<file path="config.mk">
export PLATFORM = sky130hd
export DESIGN_NAME = main_road_ctrl_flat
export DESIGN_NICKNAME = d
export VERILOG_FILES = /design/src/rtl/main_road_ctrl_pkg.sv /design/src/rtl/main_road_ctrl_if.sv /design/src/rtl/main_road_ctrl_tick_timer.sv /design/src/rtl/main_road_ctrl.sv /design/src/flat_wrapper.sv
export SDC_FILE = /design/constraint.sdc
export NUM_CORES = 1
export LEC_CHECK = 0
export CORE_MARGIN = 4
export CORE_UTILIZATION = 48
export CTS_CLUSTER_DIAMETER = 40
export DETAILED_ROUTE_END_ITERATION = 10
export GPL_ROUTABILITY_DRIVEN = 0
export HOLD_SLACK_MARGIN = 0.06
export PLACE_DENSITY = 0.73
export SLEW_MARGIN = 0
export SYNTH_ARGS = -nofsm -noshare
export SYNTH_HDL_FRONTEND = slang
export SYNTH_SLANG_ARGS = --single-unit
</file>
<file path="constraint.sdc">
create_clock -name clk -period 2.2 [get_ports clk]
set_clock_uncertainty 0.05 [all_clocks]
set_input_delay 0.22 -clock clk [delete_from_list [all_inputs] [get_ports clk]]
set_output_delay 0.22 -clock clk [all_outputs]
set_load 0.05 [all_outputs]
</file>
<file path="src/rtl/main_road_ctrl_pkg.sv">
// -----------------------------------------------------------------------------
// main_road_ctrl_pkg
// Purpose : Shared definitions for the main road controller, the pedestrian
//           light block and the top level. It holds the state encodings, the
//           default timing constants in ticks, and a small helper that detects
//           the Nth tick in a state.
// Ports   : none (package)
// -----------------------------------------------------------------------------
package main_road_ctrl_pkg;

    typedef enum logic [2:0] {
        S_GREEN  = 3'b000,
        S_YELLOW = 3'b001,
        S_ALLRED = 3'b010,
        S_PED    = 3'b011,
        S_CLEAR  = 3'b100
    } state_t;

    localparam int          CNT_W           = 4;
    localparam logic [3:0]  CNT_MAX         = 4'd15;

    localparam logic [3:0]  DEF_MIN_GREEN   = 4'd6;
    localparam logic [3:0]  DEF_YELLOW_TIME = 4'd2;
    localparam logic [3:0]  DEF_ALLRED_TIME = 4'd1;
    localparam logic [3:0]  DEF_MAX_WALK    = 4'd5;

    // The Nth tick in a state arrives while the counter still holds N-1,
    // because the counter has only seen the earlier ticks.
    function automatic logic nth_tick(input logic       tick,
                                      input logic [3:0] count,
                                      input logic [3:0] n);
        return tick && (count == (n - 4'd1));
    endfunction

endpackage

</file>
<file path="src/rtl/main_road_ctrl_if.sv">
// -----------------------------------------------------------------------------
// main_road_ctrl_if
// Purpose : Groups the time base, the pedestrian request/grant/done handshake
//           and the main road lamp outputs into one bundle.
// Signals : tick, ped_req, ped_done      -> into the controller
//           R1, Y1, G1, ped_grant,
//           ped_wait, present_state      <- out of the controller
// Modports: master - the main road controller
//           slave  - the pedestrian side or the environment
// -----------------------------------------------------------------------------
interface main_road_ctrl_if;
    logic       tick;
    logic       ped_req;
    logic       ped_done;
    logic       R1;
    logic       Y1;
    logic       G1;
    logic       ped_grant;
    logic       ped_wait;
    logic [2:0] present_state;

    modport master (
        input  tick, ped_req, ped_done,
        output R1, Y1, G1, ped_grant, ped_wait, present_state
    );

    modport slave (
        output tick, ped_req, ped_done,
        input  R1, Y1, G1, ped_grant, ped_wait, present_state
    );
endinterface

</file>
<file path="src/rtl/main_road_ctrl_tick_timer.sv">
// -----------------------------------------------------------------------------
// main_road_ctrl_tick_timer
// Purpose : 4-bit tick counter that saturates at 15 and has a synchronous
//           clear. A clear on the same cycle as a tick wins, so a new state
//           always starts counting from zero.
// Ports   : clk     - system clock
//           rst     - asynchronous active-high reset
//           i_clear - synchronous clear to 0
//           i_tick  - one-cycle time-base pulse
//           o_count - current count
// -----------------------------------------------------------------------------
module main_road_ctrl_tick_timer
    import main_road_ctrl_pkg::*;
(
    input  logic             clk,
    input  logic             rst,
    input  logic             i_clear,
    input  logic             i_tick,
    output logic [CNT_W-1:0] o_count
);

    logic [CNT_W-1:0] r_count;

    always_ff @(posedge clk or posedge rst) begin
        if (rst) begin
            r_count <= '0;
        end else if (i_clear) begin
            r_count <= '0;
        end else if (i_tick && (r_count != CNT_MAX)) begin
            r_count <= r_count + 4'd1;
        end
    end

    assign o_count = r_count;

endmodule

</file>
<file path="src/rtl/main_road_ctrl.sv">
// -----------------------------------------------------------------------------
// main_road_ctrl
// Purpose : Main road signal controller. It runs G1 -> Y1 -> R1, hands the
//           crossing to the pedestrian block through the ped_req/ped_grant/
//           ped_done handshake, and returns to green after an all-red
//           clearance.
// Ports   : clk   - system clock
//           reset - asynchronous active-high reset
//           bus   - main_road_ctrl_if.master (tick, ped_req, ped_done in;
//                   R1, Y1, G1, ped_grant, ped_wait, present_state out)
// -----------------------------------------------------------------------------
module main_road_ctrl
    import main_road_ctrl_pkg::*;
#(
    parameter logic [3:0] MIN_GREEN   = DEF_MIN_GREEN,
    parameter logic [3:0] YELLOW_TIME = DEF_YELLOW_TIME,
    parameter logic [3:0] ALLRED_TIME = DEF_ALLRED_TIME,
    parameter logic [3:0] MAX_WALK    = DEF_MAX_WALK
)
(
    input  logic             clk,
    input  logic             reset,
    main_road_ctrl_if.master bus
);

    state_t           r_state;
    state_t           w_state_next;
    logic [CNT_W-1:0] w_count;
    logic             w_state_change;

    logic r_req_latch, w_req_next;
    logic r_r1, r_y1, r_g1, r_grant;
    logic w_r1_next, w_y1_next, w_g1_next, w_grant_next;

    // The timer restarts at every state change.
    main_road_ctrl_tick_timer u_tick_timer (
        .clk     (clk),
        .rst     (reset),
        .i_clear (w_state_change),
        .i_tick  (bus.tick),
        .o_count (w_count)
    );

    always_ff @(posedge clk or posedge reset) begin
        if (reset) begin
            r_state <= S_GREEN;
        end else begin
            r_state <= w_state_next;
        end
    end

    // The lamps are decoded from the next state and then registered.
    // They change on the same edge as present_state, and no input
    // has a combinational path to an output.
    always_ff @(posedge clk or posedge reset) begin
        if (reset) begin
            r_req_latch <= 1'b0;
            r_r1        <= 1'b0;
            r_y1        <= 1'b0;
            r_g1        <= 1'b1;
            r_grant     <= 1'b0;
        end else begin
            r_req_latch <= w_req_next;
            r_r1        <= w_r1_next;
            r_y1        <= w_y1_next;
            r_g1        <= w_g1_next;
            r_grant     <= w_grant_next;
        end
    end

    always_comb begin
        w_state_next = r_state;
        w_req_next   = r_req_latch;
        w_r1_next    = 1'b0;
        w_y1_next    = 1'b0;
        w_g1_next    = 1'b0;
        w_grant_next = 1'b0;

        case (r_state)
            S_GREEN: begin
                // A request seen on this cycle counts, so a request that
                // arrives once the minimum green has passed is served at once.
                if ((r_req_latch || bus.ped_req) && (w_count >= MIN_GREEN))
                    w_state_next = S_YELLOW;
            end
            S_YELLOW: begin
                if (nth_tick(bus.tick, w_count, YELLOW_TIME))
                    w_state_next = S_ALLRED;
            end
            S_ALLRED: begin
                if (nth_tick(bus.tick, w_count, ALLRED_TIME))
                    w_state_next = S_PED;
            end
            S_PED: begin
                if (bus.ped_done || nth_tick(bus.tick, w_count, MAX_WALK))
                    w_state_next = S_CLEAR;
            end
            S_CLEAR: begin
                if (nth_tick(bus.tick, w_count, ALLRED_TIME))
                    w_state_next = S_GREEN;
            end
            default: w_state_next = S_GREEN;
        endcase

        w_state_change = (w_state_next != r_state);

        // The request is served when the crossing is granted. A request seen
        // during the crossing itself is dropped. A request seen during
        // clearance is held for the next cycle of the sequence.
        if ((w_state_next == S_PED) && (r_state != S_PED))
            w_req_next = 1'b0;
        else if (bus.ped_req && (r_state != S_PED))
            w_req_next = 1'b1;

        case (w_state_next)
            S_GREEN:          w_g1_next = 1'b1;
            S_YELLOW:         w_y1_next = 1'b1;
            S_ALLRED,
            S_CLEAR:          w_r1_next = 1'b1;
            S_PED: begin
                w_r1_next    = 1'b1;
                w_grant_next = 1'b1;
            end
            default:          w_g1_next = 1'b1;
        endcase
    end

    assign bus.R1            = r_r1;
    assign bus.Y1            = r_y1;
    assign bus.G1            = r_g1;
    assign bus.ped_grant     = r_grant;
    assign bus.ped_wait      = r_req_latch;
    assign bus.present_state = r_state;

endmodule

</file>
<file path="src/flat_wrapper.sv">
// flat-port wrapper written by rule: the top's interface ports become plain ports
module main_road_ctrl_flat import main_road_ctrl_pkg::*;
#(
    parameter logic [3:0] MIN_GREEN   = DEF_MIN_GREEN,
    parameter logic [3:0] YELLOW_TIME = DEF_YELLOW_TIME,
    parameter logic [3:0] ALLRED_TIME = DEF_ALLRED_TIME,
    parameter logic [3:0] MAX_WALK    = DEF_MAX_WALK
)
  (clk, reset, bus_tick, bus_ped_req, bus_ped_done, bus_R1, bus_Y1, bus_G1, bus_ped_grant, bus_ped_wait, bus_present_state);
  main_road_ctrl_if bus_i ();
  input  logic clk;
  input  logic reset;
  input wire logic [$bits(bus_i.tick)-1:0] bus_tick;
  input wire logic [$bits(bus_i.ped_req)-1:0] bus_ped_req;
  input wire logic [$bits(bus_i.ped_done)-1:0] bus_ped_done;
  output wire logic [$bits(bus_i.R1)-1:0] bus_R1;
  output wire logic [$bits(bus_i.Y1)-1:0] bus_Y1;
  output wire logic [$bits(bus_i.G1)-1:0] bus_G1;
  output wire logic [$bits(bus_i.ped_grant)-1:0] bus_ped_grant;
  output wire logic [$bits(bus_i.ped_wait)-1:0] bus_ped_wait;
  output wire logic [$bits(bus_i.present_state)-1:0] bus_present_state;
  assign bus_i.tick = bus_tick;
  assign bus_i.ped_req = bus_ped_req;
  assign bus_i.ped_done = bus_ped_done;
  assign bus_R1 = bus_i.R1;
  assign bus_Y1 = bus_i.Y1;
  assign bus_G1 = bus_i.G1;
  assign bus_ped_grant = bus_i.ped_grant;
  assign bus_ped_wait = bus_i.ped_wait;
  assign bus_present_state = bus_i.present_state;
  main_road_ctrl #(.MIN_GREEN(MIN_GREEN), .YELLOW_TIME(YELLOW_TIME), .ALLRED_TIME(ALLRED_TIME), .MAX_WALK(MAX_WALK)) u_core (.clk(clk), .reset(reset), .bus(bus_i));
endmodule
</file>
==> metrics.md <==
| Metric | Value |
|---|---|
| Result of the run | finished clean |
| Number of antenna violations at the first check in global routing | 0 |
| Vias in the first global route | 523 |
| Hold Violations, Final | 0 |
| VDD IR max | 0.000583 V |
| Maximum Capacitance Violations | 0 |
| Number of buffer cells added on primary ports | 12 |
| Net count after synthesis | 72 |
| Detailed Routing Iterations Pass 1 | 4 |
| Net total in the final layout | 87 |
| PostCTS Resize Cnt | 0 |
| Reg-to-Reg Start | u_core.u_tick_timer.o_count[1]$_DFFE_PP0P_ |
| Flip-flop cell with the highest count after synthesis | dfrtp_1 |
| Overall global routing resource usage | 15.9% |
| Crit Path Class | flop to flop |
| Die Y | 45.0 µm |
| Vias per inst | 5.88 |
| Antenna diodes | 0 |
| Internal Power | 0.613 mW |
| Count of flip-flops with a built-in enable after synthesis | 0 |
| Residual DRC | 0 |
| Worst slew margin relative to its limit | 66.7% |
| Row count | 13 |
| Largest buffer count on any clock path | 2 |
| Setup crit start kind | flop |
| Shortest period the worst path allows | 1.96 ns |
| CTS H-tree lvls | 1 |
| Worst hold path type | input pin to async pin |
| Post-synthesis cell area | 658 µm² |
| Worst slack on hold paths | 0.197 ns |
| Number of CTS-inserted buffers | 3 |
| Gate power share | 52.9% |
| Maximum number of pins on one net before global-route repair | 13 |
| Setup TNS | 0 ns |
| Mean instance size in the synthesized netlist | 10.4 µm² |
| Initial core utilization | 50.6% |
| Clock slew at reported path FFs | 0.08 ns |
| Total net switching power | 0.567 mW |
| Required time worst endpoint | 2.32 ns |
| Layout area overhead | 23.4% |
| Unrepaired setup endpoints after global routing | no |
| Syn. warnings | 0 |
| Register share of total power | 34.7% |
| Async S/R FF share, synth | 100% |
| Count of hold buffers inserted by post-cts repair | 0 |
| CP startpoint | u_core.u_tick_timer.o_count[1]$_DFFE_PP0P_ |
| Number of clock sinks | 12 |
| Leak | 0.348 nW |
| Total power density per cell area | 1450 nW/µm² |
| Depth of the most critical reg-to-reg path | 5 |
| Worst endpoint data arrival time | 2.08 ns |
| Reg-to-reg critical path endpoint | u_core.u_tick_timer.o_count[2]$_DFFE_PP0P_ |
| Wire length of the first global-routing pass | 2240 µm |
| Count of cell types in the netlist | 35 |
| Number of cells produced by synthesis | 63 |
| Worst Max-Slew Pin Slew | 0.498 ns |
| Drt total wl | 1330 µm |
| Share of layout cells above drive strength 1 | 9.09% |
| Nature of the critical path endpoint | flop |
| Highest net fanout along the worst path | 6 |
| DIE AREA | 2030 µm² |
| Clock latency on the worst-skew pair | 0.28 ns |
| Share of the yosys chip area belonging to registers | 45.8% |
| Total overflow reported by the global router | 0 |
| Via total after detailed routing | 541 |
| Horiz. Die Dim | 45.0 µm |
| Number of fill cells | 121 |
| WL/cell | 14.4 µm |
| Synthesized flop and latch total | 12 |
| Antenna-violating nets left | 0 |
| Clock share of power | 12.4% |
| Number of buffers inserted to repair setup after CTS | 0 |
| First DRT Iteration DRCs | 23 |
| Estimated wirelength of the detail-placed design | 993 µm |
| Area of the core region | 1300 µm² |
| Setup slack of the worst register-to-register path | 0.24 ns |
| Net switching fraction of the power | 48.0% |
| Achievable clock frequency | 511 MHz |
| Num ports | 13 |
| Setup violation total in the final timing report | 0 |
| Share of the clock period used by the worst path | 88.9% |
| CTS tree | yes |
| Final count of pins violating max slew | 0 |
| Clock Tree Root | clkbuf_4 |
==> area by class of cell <==
cell class,count,area (µm²),area share [%]
tap,15,18.8,2.31
inverter,6,22.5,2.77
timing repair buffer,12,120,14.8
multi-input combinational,43,323,39.8
clock buffer,4,26.3,3.24
sequential,12,302,37.1
==> state kept, by name, indices dropped and copies added, names as in the netlist <==
name / flops
u_core.u_tick_timer.o_count: 4
u_core.bus.G1: 1
u_core.bus.Y1: 1
u_core.bus.R1: 1
u_core.bus.ped_wait: 1
u_core.bus.ped_grant: 1
u_core.bus.present_state: 3
==> synthesized netlist by cell type (2+ instances only) <==
library cell	instances	area share (%)
o21ai_0	3	2.3
inv_1	5	2.9
nor2_1	3	1.7
ha_1	4	7.6
nand4_1	2	1.9
nor3_1	2	1.5
a21oi_1	5	3.8
a221oi_1	2	2.7
dfrtp_1	11	42
==> cells by family after synthesis <==
family	count (synthesis)	synth area share, %
compound gates	19	20.9
simple gates	18	17.7
flops	12	45.8
buf+inv	8	5.13
fa+ha+maj	4	7.60
xor+xnor	1	1.33
mux	1	1.52
==> worst max path at each step <==
stage | endpoint | cells past startpoint
6_report | u_core.u_tick_timer.o_count[2]$_DFFE_PP0P_ | 5
2_1_floorplan | u_core.u_tick_timer.o_count[2]$_DFFE_PP0P_ | 5
3_5_place_dp | u_core.u_tick_timer.o_count[2]$_DFFE_PP0P_ | 4
5_1_grt | u_core.u_tick_timer.o_count[3]$_DFFE_PP0P_ | 6
3_3_place_gp | u_core.u_tick_timer.o_count[3]$_DFFE_PP0P_ | 4
4_1_cts | u_core.u_tick_timer.o_count[2]$_DFFE_PP0P_ | 5
==> power groups by stage <==
stage          Sequential (mW)  Clock, mW  Combinational, mW
2_1_floorplan            0.562          0              0.299
3_3_place_gp             0.410          0              0.621
3_5_place_dp             0.411          0              0.628
4_1_cts                  0.408      0.152              0.630
5_1_grt                  0.426      0.164              0.677
6_report                 0.409      0.147              0.624
==> routing by layer <==
layer / up-vias / global-route usage (%) / wire [µm]
li1: 269 / - / -
met1: 254 / 18.6 / 596
met2: 14 / 25.7 / 617
met4: 0 / 10.5 / 38
met3: 4 / 3.59 / 76
met5: - / 0 / 0
==> layout by cell type, fill, tap and decap left out, types with 2 or more instances in the layout <==
master / Yosys / final
clkbuf_4: 0 / 3
clkdlybuf4s50_1: 0 / 12
a21oi_1: 5 / 5
nor3_1: 2 / 2
nor2_1: 3 / 3
a221oi_1: 2 / 2
nand4_1: 2 / 2
inv_1: 5 / 5
ha_1: 4 / 4
o21ai_0: 3 / 3
dfrtp_1: 11 / 11
==> worst max-delay path, stage by stage, from the launching register on <==
cell	delay, ns
dfrtp_1	0.44
inv_1	0.09
ha_1	0.20
a41o_1	0.29
a2111o_1	0.49
a221oi_1	0.29
==> through the flow <==
step	setup slack, ns	instances	area, µm²	power, mW	utilization, %
2_1_floorplan	0.395	63	658	0.861	-
3_3_place_gp	0.222	88	786	1.03	60.4
3_5_place_dp	0.177	88	786	1.04	60.4
4_1_cts	0.232	92	812	1.19	62.4
5_1_grt	0.0549	92	812	1.27	62.4
6_report	0.244	92	812	1.18	62.4
(Power assumes the default switching activity.)
